==> config.mk <==
export PLATFORM = sky130hd
export DESIGN_NAME = sparse_tree_sum_stage
export DESIGN_NICKNAME = d
export VERILOG_FILES = /design/src/rtl/sparse_tree_pkg.sv /design/src/rtl/sparse_tree_sum_stage_carry_select_block.sv /design/src/rtl/sparse_tree_sum_stage.sv
export SDC_FILE = /design/constraint.sdc
export NUM_CORES = 1
export LEC_CHECK = 0
export BUFFER_PORTS_ARGS = -buffer_cell sky130_fd_sc_hd__buf_2
export CELL_PAD_IN_SITES_DETAIL_PLACEMENT = 1
export CELL_PAD_IN_SITES_GLOBAL_PLACEMENT = 1
export CORE_MARGIN = 2
export CORE_UTILIZATION = 40
export DETAILED_ROUTE_END_ITERATION = 8
export MAX_ROUTING_LAYER = met4
export PLACE_DENSITY = 0.72
export SLEW_MARGIN = 20
export SYNTH_ARGS = -nofsm -noshare
export SYNTH_HDL_FRONTEND = slang
export SYNTH_HIERARCHICAL = 1
export SYNTH_SLANG_ARGS = --single-unit
==> constraint.sdc <==
create_clock -name clk -period 8.2 [get_ports clk]
set_clock_uncertainty 0.15 [all_clocks]
set_input_delay 0.41 -clock clk [delete_from_list [all_inputs] [get_ports clk]]
set_output_delay 0.41 -clock clk [all_outputs]
set_load 0.01 [all_outputs]
==> src/rtl/sparse_tree_pkg.sv <==
// Shared types and helpers for the sparse-tree adder sum stage.
// Nibble width is fixed at 4 to match the 4-sparse carry generator.
package sparse_tree_pkg;

   localparam int BLOCK_WIDTH = 4;

   typedef logic [BLOCK_WIDTH-1:0] nibble_t;

   function automatic int n_blocks(input int n);
      return n / BLOCK_WIDTH;
   endfunction

endpackage

==> src/rtl/sparse_tree_sum_stage_carry_select_block.sv <==
// One carry-select nibble: both candidate sums, picked by the nibble carry-in.
// Also exposes the ripple carry into bit 3 for the signed overflow flag.
module carry_select_block
   import sparse_tree_pkg::*;
(
   input  nibble_t a,
   input  nibble_t b,
   input  logic    sel,
   output nibble_t sum,
   output logic    c_msb_in
);

   nibble_t    s0;
   nibble_t    s1;
   logic [3:0] low;

   // Precompute both candidate sums and the carry into the nibble MSB
   always_comb begin
      s0       = a + b;
      s1       = a + b + nibble_t'(1);
      sum      = sel ? s1 : s0;
      low      = {1'b0, a[2:0]} + {1'b0, b[2:0]} + {3'b000, sel};
      c_msb_in = low[3];
   end

endmodule

==> src/rtl/sparse_tree_sum_stage.sv <==
// Two-stage pipelined carry-select sum stage with valid/ready flow control.
// Optional OVERFLOW_FLAG_EN adds a registered signed-overflow output.
module sparse_tree_sum_stage
   import sparse_tree_pkg::*;
#(
   parameter int N_BIT = 32
) (
   input  logic                        clk,
   input  logic                        rst,
   input  logic                        in_valid,
   output logic                        in_ready,
   input  logic [N_BIT-1:0]            operand_1,
   input  logic [N_BIT-1:0]            operand_2,
   input  logic                        carry_in,
   input  logic [N_BIT/BLOCK_WIDTH-1:0] carries,
   output logic                        out_valid,
   input  logic                        out_ready,
   output logic [N_BIT-1:0]            sum,
   output logic                        carry_out
`ifdef OVERFLOW_FLAG_EN
   ,
   output logic                        overflow
`endif
);

   localparam int NB = n_blocks(N_BIT);

   if ((N_BIT % BLOCK_WIDTH) != 0 || N_BIT < 8) begin : g_bad_width
      $error("sparse_tree_sum_stage: N_BIT must be a multiple of 4 and >= 8");
   end

   logic [N_BIT-1:0] a_q;
   logic [N_BIT-1:0] b_q;
   logic             cin_q;
   logic [NB-1:0]    carries_q;
   logic             s1_valid_q;

   logic [N_BIT-1:0] sum_q;
   logic [N_BIT-1:0] sum_d;
   logic             cout_q;
   logic             out_valid_q;

   logic [NB-1:0]    sel_w;
   logic [NB-1:0]    c_msb_w;
   logic             s2_adv;
   logic             s1_adv;

   // Handshake: a stage advances when its downstream slot is free or draining
   always_comb begin
      s2_adv   = !out_valid_q || out_ready;
      s1_adv   = !s1_valid_q || s2_adv;
      in_ready = s1_adv && !rst;
   end

   assign sel_w = {carries_q[NB-2:0], cin_q};

   for (genvar j = 0; j < NB; j++) begin : g_blk
      carry_select_block u_blk (
         .a        (a_q[j*BLOCK_WIDTH +: BLOCK_WIDTH]),
         .b        (b_q[j*BLOCK_WIDTH +: BLOCK_WIDTH]),
         .sel      (sel_w[j]),
         .sum      (sum_d[j*BLOCK_WIDTH +: BLOCK_WIDTH]),
         .c_msb_in (c_msb_w[j])
      );
   end

   // S1 occupancy: refilled from the input whenever the slot advances
   always_ff @(posedge clk) begin
      if (rst) begin
         s1_valid_q <= 1'b0;
      end else if (s1_adv) begin
         s1_valid_q <= in_valid;
      end
   end

   // S1 payload: captured only on an accepted input bundle
   always_ff @(posedge clk) begin
      if (in_valid && in_ready) begin
         a_q       <= operand_1;
         b_q       <= operand_2;
         cin_q     <= carry_in;
         carries_q <= carries;
      end
   end

   // S2: registered result; holds its last value when empty or stalled
   always_ff @(posedge clk) begin
      if (rst) begin
         out_valid_q <= 1'b0;
         sum_q       <= '0;
         cout_q      <= 1'b0;
      end else if (s2_adv) begin
         out_valid_q <= s1_valid_q;
         if (s1_valid_q) begin
            sum_q  <= sum_d;
            cout_q <= carries_q[NB-1];
         end
      end
   end

`ifdef OVERFLOW_FLAG_EN
   logic ovf_q;

   // Signed overflow: carry out of MSB differs from carry into MSB
   always_ff @(posedge clk) begin
      if (rst) begin
         ovf_q <= 1'b0;
      end else if (s2_adv && s1_valid_q) begin
         ovf_q <= carries_q[NB-1] ^ c_msb_w[NB-1];
      end
   end

   assign overflow = ovf_q;
`else
   logic unused_c_msb;
   assign unused_c_msb = ^c_msb_w;
`endif

   assign out_valid = out_valid_q;
   assign sum       = sum_q;
   assign carry_out = cout_q;

endmodule
# Word level (Yosys, flattened, before mapping)
# Cells that the tools add are included.
[word_totals]
regBits = 108
inputBits = 77
out_inout_bits = 35
elab_cells = 40
[classes]
add_sub_neg = 16
muxes = 8
n_reduce_logical = 8
[ops]
columns = ["cell", "count"]
rows = [
  ["4-bit by 1-bit adder with 4-bit output (second input constant)", 8],
  ["4-bit adder", 8],
  ["4-bit two-way mux", 8],
  ["1-bit logical NOT", 3],
  ["1-bit logical AND", 2],
  ["1-bit logical OR", 2],
  ["2-bit AND reduction", 1],
]

# Depth between registers and ports, before layout
# Gate-level depths: netlist of run 1.
[depth]
depth_word = 5
depth_mapped = 7
ltp_nobuf = 7

# Cells and area by module
# The synthesis of run 1 kept the hierarchy.
[by_module_without_submodules]
columns = ["module", "instances", "cells_per_inst", "area_each_um2", "seq_area_each_um2"]
rows = [
  ["sparse_tree_sum_stage", 1, 226, 3784.9, 2892.8],
  ["carry_select_block", 8, 22, 205.2, 0.0],
]

# Worst setup path after synthesis of run 1
# OpenSTA, ideal clock, no wires.
[synth_path]
path_kind = "input to register"
from = "input port rst"
to = "register a_q[0], enable pin"
setup_ps = 439
arrival_time_ps = 2581
required_ps = 7611
setup_slack_ps = 5030
cell_stages = 3
n_path_buf = 1
path_cell_list = "clkbuf_1 > a21oi_1 > and2_1"
[synth_between]
elab_chain_len = 3
[synth_rtl]
columns = ["element", "line", "text"]
rows = [
  ["start, declared", "sparse_tree_sum_stage.sv:9", "input logic rst,"],
  ["1-bit logical NOT", "sparse_tree_sum_stage.sv:52", "in_ready = s1_adv && !rst;"],
  ["1-bit logical AND", "sparse_tree_sum_stage.sv:52", ""],
  ["via in_ready", "sparse_tree_sum_stage.sv:11", "output logic in_ready,"],
  ["1-bit logical AND", "sparse_tree_sum_stage.sv:78", "if (in_valid && in_ready) begin"],
  ["end signal, assigned", "sparse_tree_sum_stage.sv:79", "a_q <= operand_1;"],
  ["end, declared", "sparse_tree_sum_stage.sv:32", "logic [N_BIT-1:0] a_q;"],
]
# The timed path passes the listed nets, and every way through them passes these cells.
# A chain may end at the register's enable or synchronous reset.

# Worst setup path after layout of run 1
[layout_path]
from = "register b_q[20]"
to = "register sum_q[23] (netlist: sum[23])"
[layout_between]
elab_chain_len = 3
[layout_rtl]
columns = ["element", "line", "text"]
rows = [
  ["start, declared", "sparse_tree_sum_stage.sv:33", "logic [N_BIT-1:0] b_q;"],
  ["start signal, assigned", "sparse_tree_sum_stage.sv:80", "b_q <= operand_2;"],
  ["4-bit adder *", "sparse_tree_sum_stage_carry_select_block.sv:19, sparse_tree_sum_stage_carry_select_block.sv:20", ""],
  ["4-bit by 1-bit adder with 4-bit output", "sparse_tree_sum_stage_carry_select_block.sv:20", "s1 = a + b + nibble_t'(1);"],
  ["4-bit two-way mux *", "sparse_tree_sum_stage_carry_select_block.sv:21", "sum = sel ? s1 : s0;"],
  ["via sum_d[23]", "sparse_tree_sum_stage.sv:39", "logic [N_BIT-1:0] sum_d;"],
  ["end signal, assigned", "sparse_tree_sum_stage.sv:95", "sum_q <= sum_d;"],
  ["end, declared", "sparse_tree_sum_stage.sv:38", "logic [N_BIT-1:0] sum_q;"],
]
# Mark *: on every way through the listed nets, which the timed path passes. The rest lies on a longest branch.

==> results of run 1 <==
==> worst max-delay path: stages, from the launching register on <==
cell	delay (ps)
edfxtp_1	410
ha_1	240
fa_1	390
xor2_1	290
nand4_1	170
xnor3_1	340
nand2b_1	80
mux2i_1	70
==> area by class of cell <==
type                       count  area, um^2
inverter                      32       120.1
clock buffer                  11       242.7
sequential                   108        2893
multi-input combinational    227        2182
fill                        1372        6813
timing repair buffer         112       563.0
clock inverter                 5       51.30
tap                          176       220.2
==> how the worst max path moves through the flow <==
stage | startpoint | to | slack (ps) | depth (start not counted)
2_1_floorplan | rst | a_q[0] | 5030 | 3
3_3_place_gp | rst | a_q[8] | 5780 | 3
3_5_place_dp | rst | b_q[5] | 5630 | 3
4_1_cts | b_q[20] | sum[23] | 5920 | 7
5_1_grt | a_q[28] | sum[31] | 5800 | 7
6_report | b_q[20] | sum[23] | 5940 | 7
==> routing by layer <==
metal | vias up | global-route usage
met4 | 0 | 0.05878
met1 | 1503 | 0.1674
li1 | 1503 | -
met3 | 13 | 0.04215
met5 | - | -
met2 | 76 | 0.2532
==> where the power goes <==
group / internal, uW / total (uW) / switching, uW
clock network: 243 / 432 / 189
logic: 85.0 / 164 / 78.8
registers: 613 / 630 / 16.5
total: 942 / 1230 / 284
==> sequential cells by signal, summed over array words and instances, names as in the netlist <==
register	count
out_valid	1
carries_q	8
s1_valid_q	1
cin_q	1
b_q	32
sum	32
carry_out	1
a_q	32
==> stage by stage <==
stage / worst slack [ps] / instance area (um^2) / power [uW] / util
floorplan: 5030 / 5286 / 753.3 / -
finish: 5945 / 6272 / 1226 / 0.4793
CTS: 5924 / 6272 / 1249 / 0.4793
detailed placement: 5634 / 5978 / 809.3 / 0.4569
global route: 5798 / 6272 / 1291 / 0.4793
global placement: 5779 / 5978 / 800.4 / 0.4569
==> flow_metrics.py, run 1 <==
metrics = {
    "status": {
        "status": "complete, no violations",
    },
    "hold_path": {
        "min_path_cells": 1,
        "min_to": "a_q[13]",
        "hold_start": "operand_1[13]",
        "hold_path_class": "input pin to flop",
    },
    "clocking": {
        "cts_buffers": 9,
        "cts-resized-gates": 0,
        "cts_buffer_depth": 2,
        "cts.sinks": 108,
        "holdBufCountCts": 0,
        "cts_tree": "built",
        "worstSkewPairLatency_ps": 350,
        "ctsRootBufferMaster": "clkbuf_16",
        "post-cts-setup-buffer-count": 0,
        "h-tree-depth": 3,
        "path_clk_slew_ps": 70,
    },
    "drt": {
        "wl_met2_um": 5005,
        "vias": 3095,
        "met1Wirelength_um": 3835,
        "vias_per_cell": 4.613,
        "ant_nets": 0,
        "routed_wl_um": 9467,
        "drc_errors": 0,
        "wl_met3_um": 444,
        "drtIter0Drc": 158,
        "post_drt_wl_per_cell_um": 14.11,
        "top_layer": "met4",
        "drt_first_pass_iters": 4,
    },
    "layout": {
        "final_common_cell": "buf_2",
        "drive_above_1_share": 0.2768,
        "area_growth_pct": 18.65,
        "nNetsFinal": 615,
        "final_cell_mix": "buf_2, edfxtp_1, nand2b_1",
        "insertedDiodeCount": 0,
        "final_cells": 671,
    },
    "floorplanning": {
        "die_h_um": 119.0,
        "rows": 42,
        "fp.dieW_um": 119.0,
        "initial_utilization": 0.4040,
        "dieArea_um2": 14150,
        "io_pins": 112,
        "core-area_um2": 13090,
    },
    "synthesis": {
        "syn-cell-area_um2": 5286,
        "synthCells": 378,
        "synth_nets": 503,
        "yosys_warnings": 6,
        "syn_avg_cell_area_um2": 13.98,
    },
    "setup_path": {
        "worstReg2RegEnd": "sum[23]",
        "r2r-start": "b_q[20]",
        "worstSetupPathType": "flop to flop",
        "path_max_fanout": 2,
        "worst_r2r_path_depth": 7,
        "arrival_ps": 2330,
        "start_kind": "flop",
        "crit_required_ps": 8280,
        "rrSetupSlack_ps": 5940,
        "endpoint_kind": "flop",
    },
    "job": {
        "drv_cap": 0,
    },
    "sta": {
        "finalSetupTns_ps": 0,
        "whs_ps": 79.02,
        "max_clock_freq_mhz": 443.4,
        "fin_crit_ps": 2255,
        "post-route-period-util": 0.2750,
        "worst_pin_slew_ps": 964.2,
        "slew-limit-headroom": 0.3572,
        "slew_viol_final": 0,
        "final_hold_viol_count": 0,
        "setup_viol": 0,
        "rsz0062_at_grt": "no",
    },
    "placed_design": {
        "place_congestion": 0.7542,
        "io_buffer_count": 111,
        "dp_hpwl_um": 7049,
        "dpl.cell_count": 655,
    },
    "grt": {
        "grt_pass1_wl_um": 15990,
        "grt_pass1_vias": 3363,
        "grt_antenna_before_repair": 0,
        "grt_max_degree": 74,
        "track_usage": 0.1495,
        "grt_overflow_total": 0,
    },
    "power_and_ir_drop": {
        "peakVddDrop_v": 0.0001144,
        "leakage_uw": 0.002776,
        "p_per_area_nw_per_um2": 195.4,
    },
}
Power figures use the tool's default switching activity.
==> run 2: changes to the inputs <==
--- a/config.mk
+++ b/config.mk
@@ -12,7 +12,7 @@
 export CORE_UTILIZATION = 40
 export DETAILED_ROUTE_END_ITERATION = 8
 export MAX_ROUTING_LAYER = met4
-export PLACE_DENSITY = 0.72
+export PLACE_DENSITY = 0.75
 export SLEW_MARGIN = 20
 export SYNTH_ARGS = -nofsm -noshare
 export SYNTH_HDL_FRONTEND = slang
==> constraint.sdc (replaced) <==
create_clock -name clk -period 1.9 [get_ports clk]
set_clock_uncertainty 0.15 [all_clocks]
set_input_delay 0.095 -clock clk [delete_from_list [all_inputs] [get_ports clk]]
set_output_delay 0.095 -clock clk [all_outputs]
set_load 0.01 [all_outputs]
==> flow_metrics.py, run 2 (synthesis gave the netlist of run 1 again) <==
metrics = {
    "setup_path": {
        "start_kind": "flop",
        "r2r-start": "a_q[20]",
        "critPathLaunch": "a_q[20]",
        "path_max_fanout": 2,
        "worstSetupPathType": "flop to flop",
        "crit_required_ps": 1970,
        "arrival_ps": 2190,
        "endpoint_kind": "flop",
    },
    "power_and_ir_drop": {
        "pwr-share-comb": 0.170,
        "p_sw_uw": 1315,
        "switching_share": 0.2227,
        "p_int_uw": 4591,
        "seqPwrFrac": 0.461,
        "leakage_uw": 0.003325,
        "clkPwrFrac": 0.368,
        "p_per_area_nw_per_um2": 785.4,
        "power.total_uw": 5906,
        "peakVddDrop_v": 0.0004654,
    },
    "drt": {
        "vias_per_cell": 4.609,
        "ant_nets": 0,
        "drt_first_pass_iters": 4,
        "routed_wl_um": 12750,
        "drtIter0Drc": 138,
        "drc_errors": 0,
        "vias": 3623,
        "post_drt_wl_per_cell_um": 16.23,
    },
    "floorplanning": {
        "initial_utilization": 0.4040,
        "core-area_um2": 13090,
        "io_pins": 112,
        "dieArea_um2": 14150,
        "rows": 42,
        "die_h_um": 119.0,
        "fp.dieW_um": 119.0,
    },
    "sta": {
        "slew_viol_final": 0,
        "max_clock_freq_mhz": 470.2,
        "post-route-period-util": 1.119,
        "worst_pin_slew_ps": 552.2,
        "fin_ws_ps": -226.5,
        "setup_viol": 22,
        "final_hold_viol_count": 0,
        "fin_crit_ps": 2127,
        "rsz0062_at_grt": "yes",
        "slew-limit-headroom": 0.6319,
    },
    "clocking": {
        "cts.sinks": 108,
        "path_clk_slew_ps": 60,
        "cts_buffer_depth": 2,
        "cts_buffers": 9,
        "worstSkewPairLatency_ps": 360,
        "cts_tree": "built",
        "h-tree-depth": 3,
        "ctsRootBufferMaster": "clkbuf_16",
    },
    "layout": {
        "final_common_cell": "buf_2",
        "insertedDiodeCount": 0,
        "drive_above_1_share": 0.3230,
        "nNetsFinal": 730,
        "final_cell_mix": "buf_2, dlygate4sd3_1, edfxtp_1",
        "area_growth_pct": 42.25,
        "final_cells": 786,
    },
    "placed_design": {
        "dpl.cell_count": 675,
        "dp_hpwl_um": 7511,
        "place_congestion": 0.7625,
        "io_buffer_count": 111,
    },
    "status": {
        "violations": "setup timing",
        "status": "complete, but fails checks",
    },
    "grt": {
        "grt_antenna_before_repair": 0,
        "grt_pass1_vias": 4069,
        "grt_overflow_total": 0,
        "grt_max_degree": 69,
        "track_usage": 0.1887,
        "grt_pass1_wl_um": 19970,
    },
    "job": {
        "drv_cap": 0,
    },
    "hold_path": {
        "hold_start": "rst",
        "hold_path_class": "input pin to flop",
    },
}
-- run 2: changes by cell type in the layout (fill, tap and decap cells not counted), sizes merged --
cell,change
buf,+39
bufinv,+2
clkbuf,+1
clkinv,-2
clkinvlp,-1
dlygate4sd3,+76
-- run 2: through the flow --
| step | instance area (um^2) | util | worst slack (ps) | hold WS (ps) | setup TNS [ps] |
|---|---|---|---|---|---|
| floorplan | 5313 | - | -58.22 | 43.87 | -460.6 |
| detailed placement | 6165 | 0.4711 | -188.5 | 123.4 | -2048 |
| global route | 7520 | 0.5747 | -285.9 | 238.9 | -4131 |
| finish | 7520 | 0.5747 | -226.5 | 198.7 | -2289 |
| CTS | 7415 | 0.5666 | -187.8 | 188.4 | -2414 |
| global placement | 6165 | 0.4711 | -105.3 | 121.7 | -814.2 |
-- run 2: worst max-delay path, cell delays in order (launching register included) --
cell and delay, ps:
edfxtp_1 450, ha_4 210, fa_2 560, ha_4 200, mux2_4 250, nand2b_1 80, mux2i_1 100
-- run 2: repair_timing --
item                       CTS  global route
setup endpoints to repair   22            24
setup buffers               11             8
hold endpoints to repair    75             0
gates resized for setup     11             8
pin swaps                   16            10
hold buffers                76             0
-- run 2: layout make-up --
type | count | area, um^2
clock inverter | 4 | 95.09
inverter | 32 | 120.1
timing repair buffer | 227 | 1629
fill | 1327 | 5565
sequential | 108 | 2893
tap | 176 | 220.2
multi-input combinational | 227 | 2306
clock buffer | 12 | 256.5
-- run 2: worst paths after layout --
kind / end / slack (ps) / cells past startpoint
setup reg to reg: sum[21] / -230 / 6
hold / removal: out_valid / 200 / 3
hold reg to reg: sum[22] / 320 / 2
setup / recovery: sum[21] / -230 / 6
-- run 2: per-layer routing --
metal | vias up | routed length, um | global-route usage
met5 | - | 0 | -
met4 | 0 | 230 | 0.05952
met3 | 14 | 515 | 0.04693
met2 | 82 | 7264 | 0.3527
met1 | 1795 | 4741 | 0.1926
li1 | 1732 | - | -
-- run 2: power by group through the flow --
stage	combinational, uW	sequential (uW)	clock [uW]
after floorplan	476	2780	0
after global routing	1100	2740	2310
after global placement	761	2770	0
final	1010	2720	2180
after detailed placement	803	2770	0
after CTS	968	2720	2240
==> run 3: changes to the inputs <==
--- a/config.mk
+++ b/config.mk
@@ -12,7 +12,7 @@
 export CORE_UTILIZATION = 40
 export DETAILED_ROUTE_END_ITERATION = 8
 export MAX_ROUTING_LAYER = met4
-export PLACE_DENSITY = 0.75
+export PLACE_DENSITY = 0.72
 export SLEW_MARGIN = 20
 export SYNTH_ARGS = -nofsm -noshare
 export SYNTH_HDL_FRONTEND = slang
==> constraint.sdc (replaced) <==
create_clock -name clk -period 2.3 [get_ports clk]
set_clock_uncertainty 0.15 [all_clocks]
set_input_delay 0.46 -clock clk [delete_from_list [all_inputs] [get_ports clk]]
set_output_delay 0.46 -clock clk [all_outputs]
set_load 0.01 [all_outputs]
==> flow_metrics.py, run 3 (synthesis gave the netlist of run 1 again) <==
metrics = {
    "sta": {
        "max_clock_freq_mhz": 445.8,
        "final_hold_viol_count": 0,
        "slew-limit-headroom": 0.6656,
        "fin_ws_ps": 56.81,
        "worst_pin_slew_ps": 501.6,
        "fin_crit_ps": 2243,
        "whs_ps": 129.4,
        "finalSetupTns_ps": 0,
        "slew_viol_final": 0,
        "post-route-period-util": 0.9753,
        "setup_viol": 0,
    },
    "job": {
        "drv_cap": 0,
    },
    "layout": {
        "nNetsFinal": 619,
        "drive_above_1_share": 0.3026,
        "area_growth_pct": 21.02,
        "insertedDiodeCount": 0,
        "nFillCells": 1354,
        "post-route-util": 0.4889,
        "final_cell_mix": "buf_2, edfxtp_1, nand2b_1",
        "final_common_cell": "buf_2",
    },
    "drt": {
        "vias_per_cell": 4.607,
        "post_drt_wl_per_cell_um": 14.46,
        "drc_errors": 0,
        "drtIter0Drc": 104,
        "ant_nets": 0,
        "routed_wl_um": 9762,
        "drt_first_pass_iters": 4,
        "vias": 3110,
    },
    "clocking": {
        "h-tree-depth": 3,
        "worstSkewPairLatency_ps": 350,
        "cts_buffers": 9,
        "cts_buffer_depth": 2,
        "path_clk_slew_ps": 70,
        "ctsRootBufferMaster": "clkbuf_16",
        "cts_tree": "built",
        "holdBufCountCts": 0,
        "cts-resized-gates": 0,
        "cts.sinks": 108,
        "post-cts-setup-buffer-count": 0,
    },
    "grt": {
        "grt_pass1_vias": 3367,
        "grt_max_degree": 69,
        "track_usage": 0.1491,
        "grt_pass1_wl_um": 15910,
        "grt_antenna_before_repair": 0,
        "grt_overflow_total": 0,
    },
    "placed_design": {
        "place_congestion": 0.7609,
        "io_buffer_count": 111,
        "place_ws_ps": 37.25,
        "dp_hpwl_um": 7135,
    },
    "floorplanning": {
        "core-area_um2": 13090,
        "initial_utilization": 0.4040,
        "io_pins": 112,
        "fp.dieW_um": 119.0,
        "die_h_um": 119.0,
        "dieArea_um2": 14150,
        "rows": 42,
    },
    "setup_path": {
        "arrival_ps": 2320,
        "path_max_fanout": 2,
        "endpoint_kind": "flop",
        "start_kind": "flop",
        "crit_required_ps": 2380,
        "worstSetupPathType": "flop to flop",
    },
    "power_and_ir_drop": {
        "peakVddDrop_v": 0.0004890,
        "leakage_uw": 0.002819,
        "power.total_uw": 4483,
        "p_per_area_nw_per_um2": 700.8,
    },
    "hold_path": {
        "hold_path_class": "input pin to flop",
    },
    "status": {
        "status": "complete, no violations",
    },
}
-- run 3: cell count changes in the layout (fill, tap and decap cells not counted), moves of 3 or more --
cell           change
dlygate4sd3_1     -76
xor2_1             -3
buf_4             -35
ha_1              +10
mux2_2             +6
mux2_4             -6
ha_2               -8
xor2_2             +3
-- run 3: area by class of cell --
| type | instances | area (um^2) | share of cell area |
|---|---|---|---|
| clock inverters | 4 | 55.05 | 0.008606 |
| multi-input cells | 227 | 2237 | 0.3497 |
| repair buffers | 116 | 605.6 | 0.09466 |
| inverters | 32 | 120.1 | 0.01878 |
| well taps | 176 | 220.2 | 0.03442 |
| clock buffers | 12 | 266.5 | 0.04166 |
| flip-flops and latches | 108 | 2893 | 0.4522 |
-- run 3: layer usage --
metal | share of wire | GRT usage
met1 | 0.41 | 0.1596
met2 | 0.53 | 0.2644
met3 | 0.046 | 0.03831
met4 | 0.021 | 0.05729
met5 | 0 | -
-- run 3: final timing paths --
path,endpoint,cells past startpoint,startpoint,slack [ps]
worst max-delay path,sum[11],7,a_q[8],60
worst min-delay path,a_q[2],1,operand_1[2],130
worst max register to register,sum[11],7,a_q[8],60
worst min register to register,sum[25],2,sum[25],320
-- run 3: report_power, final --
| part | switching (uW) | leakage (uW) | internal, uW |
|---|---|---|---|
| sequential | 58.0 | 0.000971 | 2190 |
| combinational | 291 | 0.00169 | 318 |
| clock | 691 | 0.000155 | 940 |
-- run 3: stage by stage --
stage | cells | instance area, um^2
after floorplan | 378 | 5289
after global placement | 659 | 6021
after detailed placement | 659 | 6021
after CTS | 675 | 6342
after global routing | 675 | 6397
final | 675 | 6397
-- run 3: worst max-delay path, cell delays in order, from the launching register on --
cell and delay [ps]:
edfxtp_1 390, ha_1 250, fa_1 440, xor2_2 250, nand4_1 160, xnor3_1 350
nand2b_1 80, mux2i_1 60
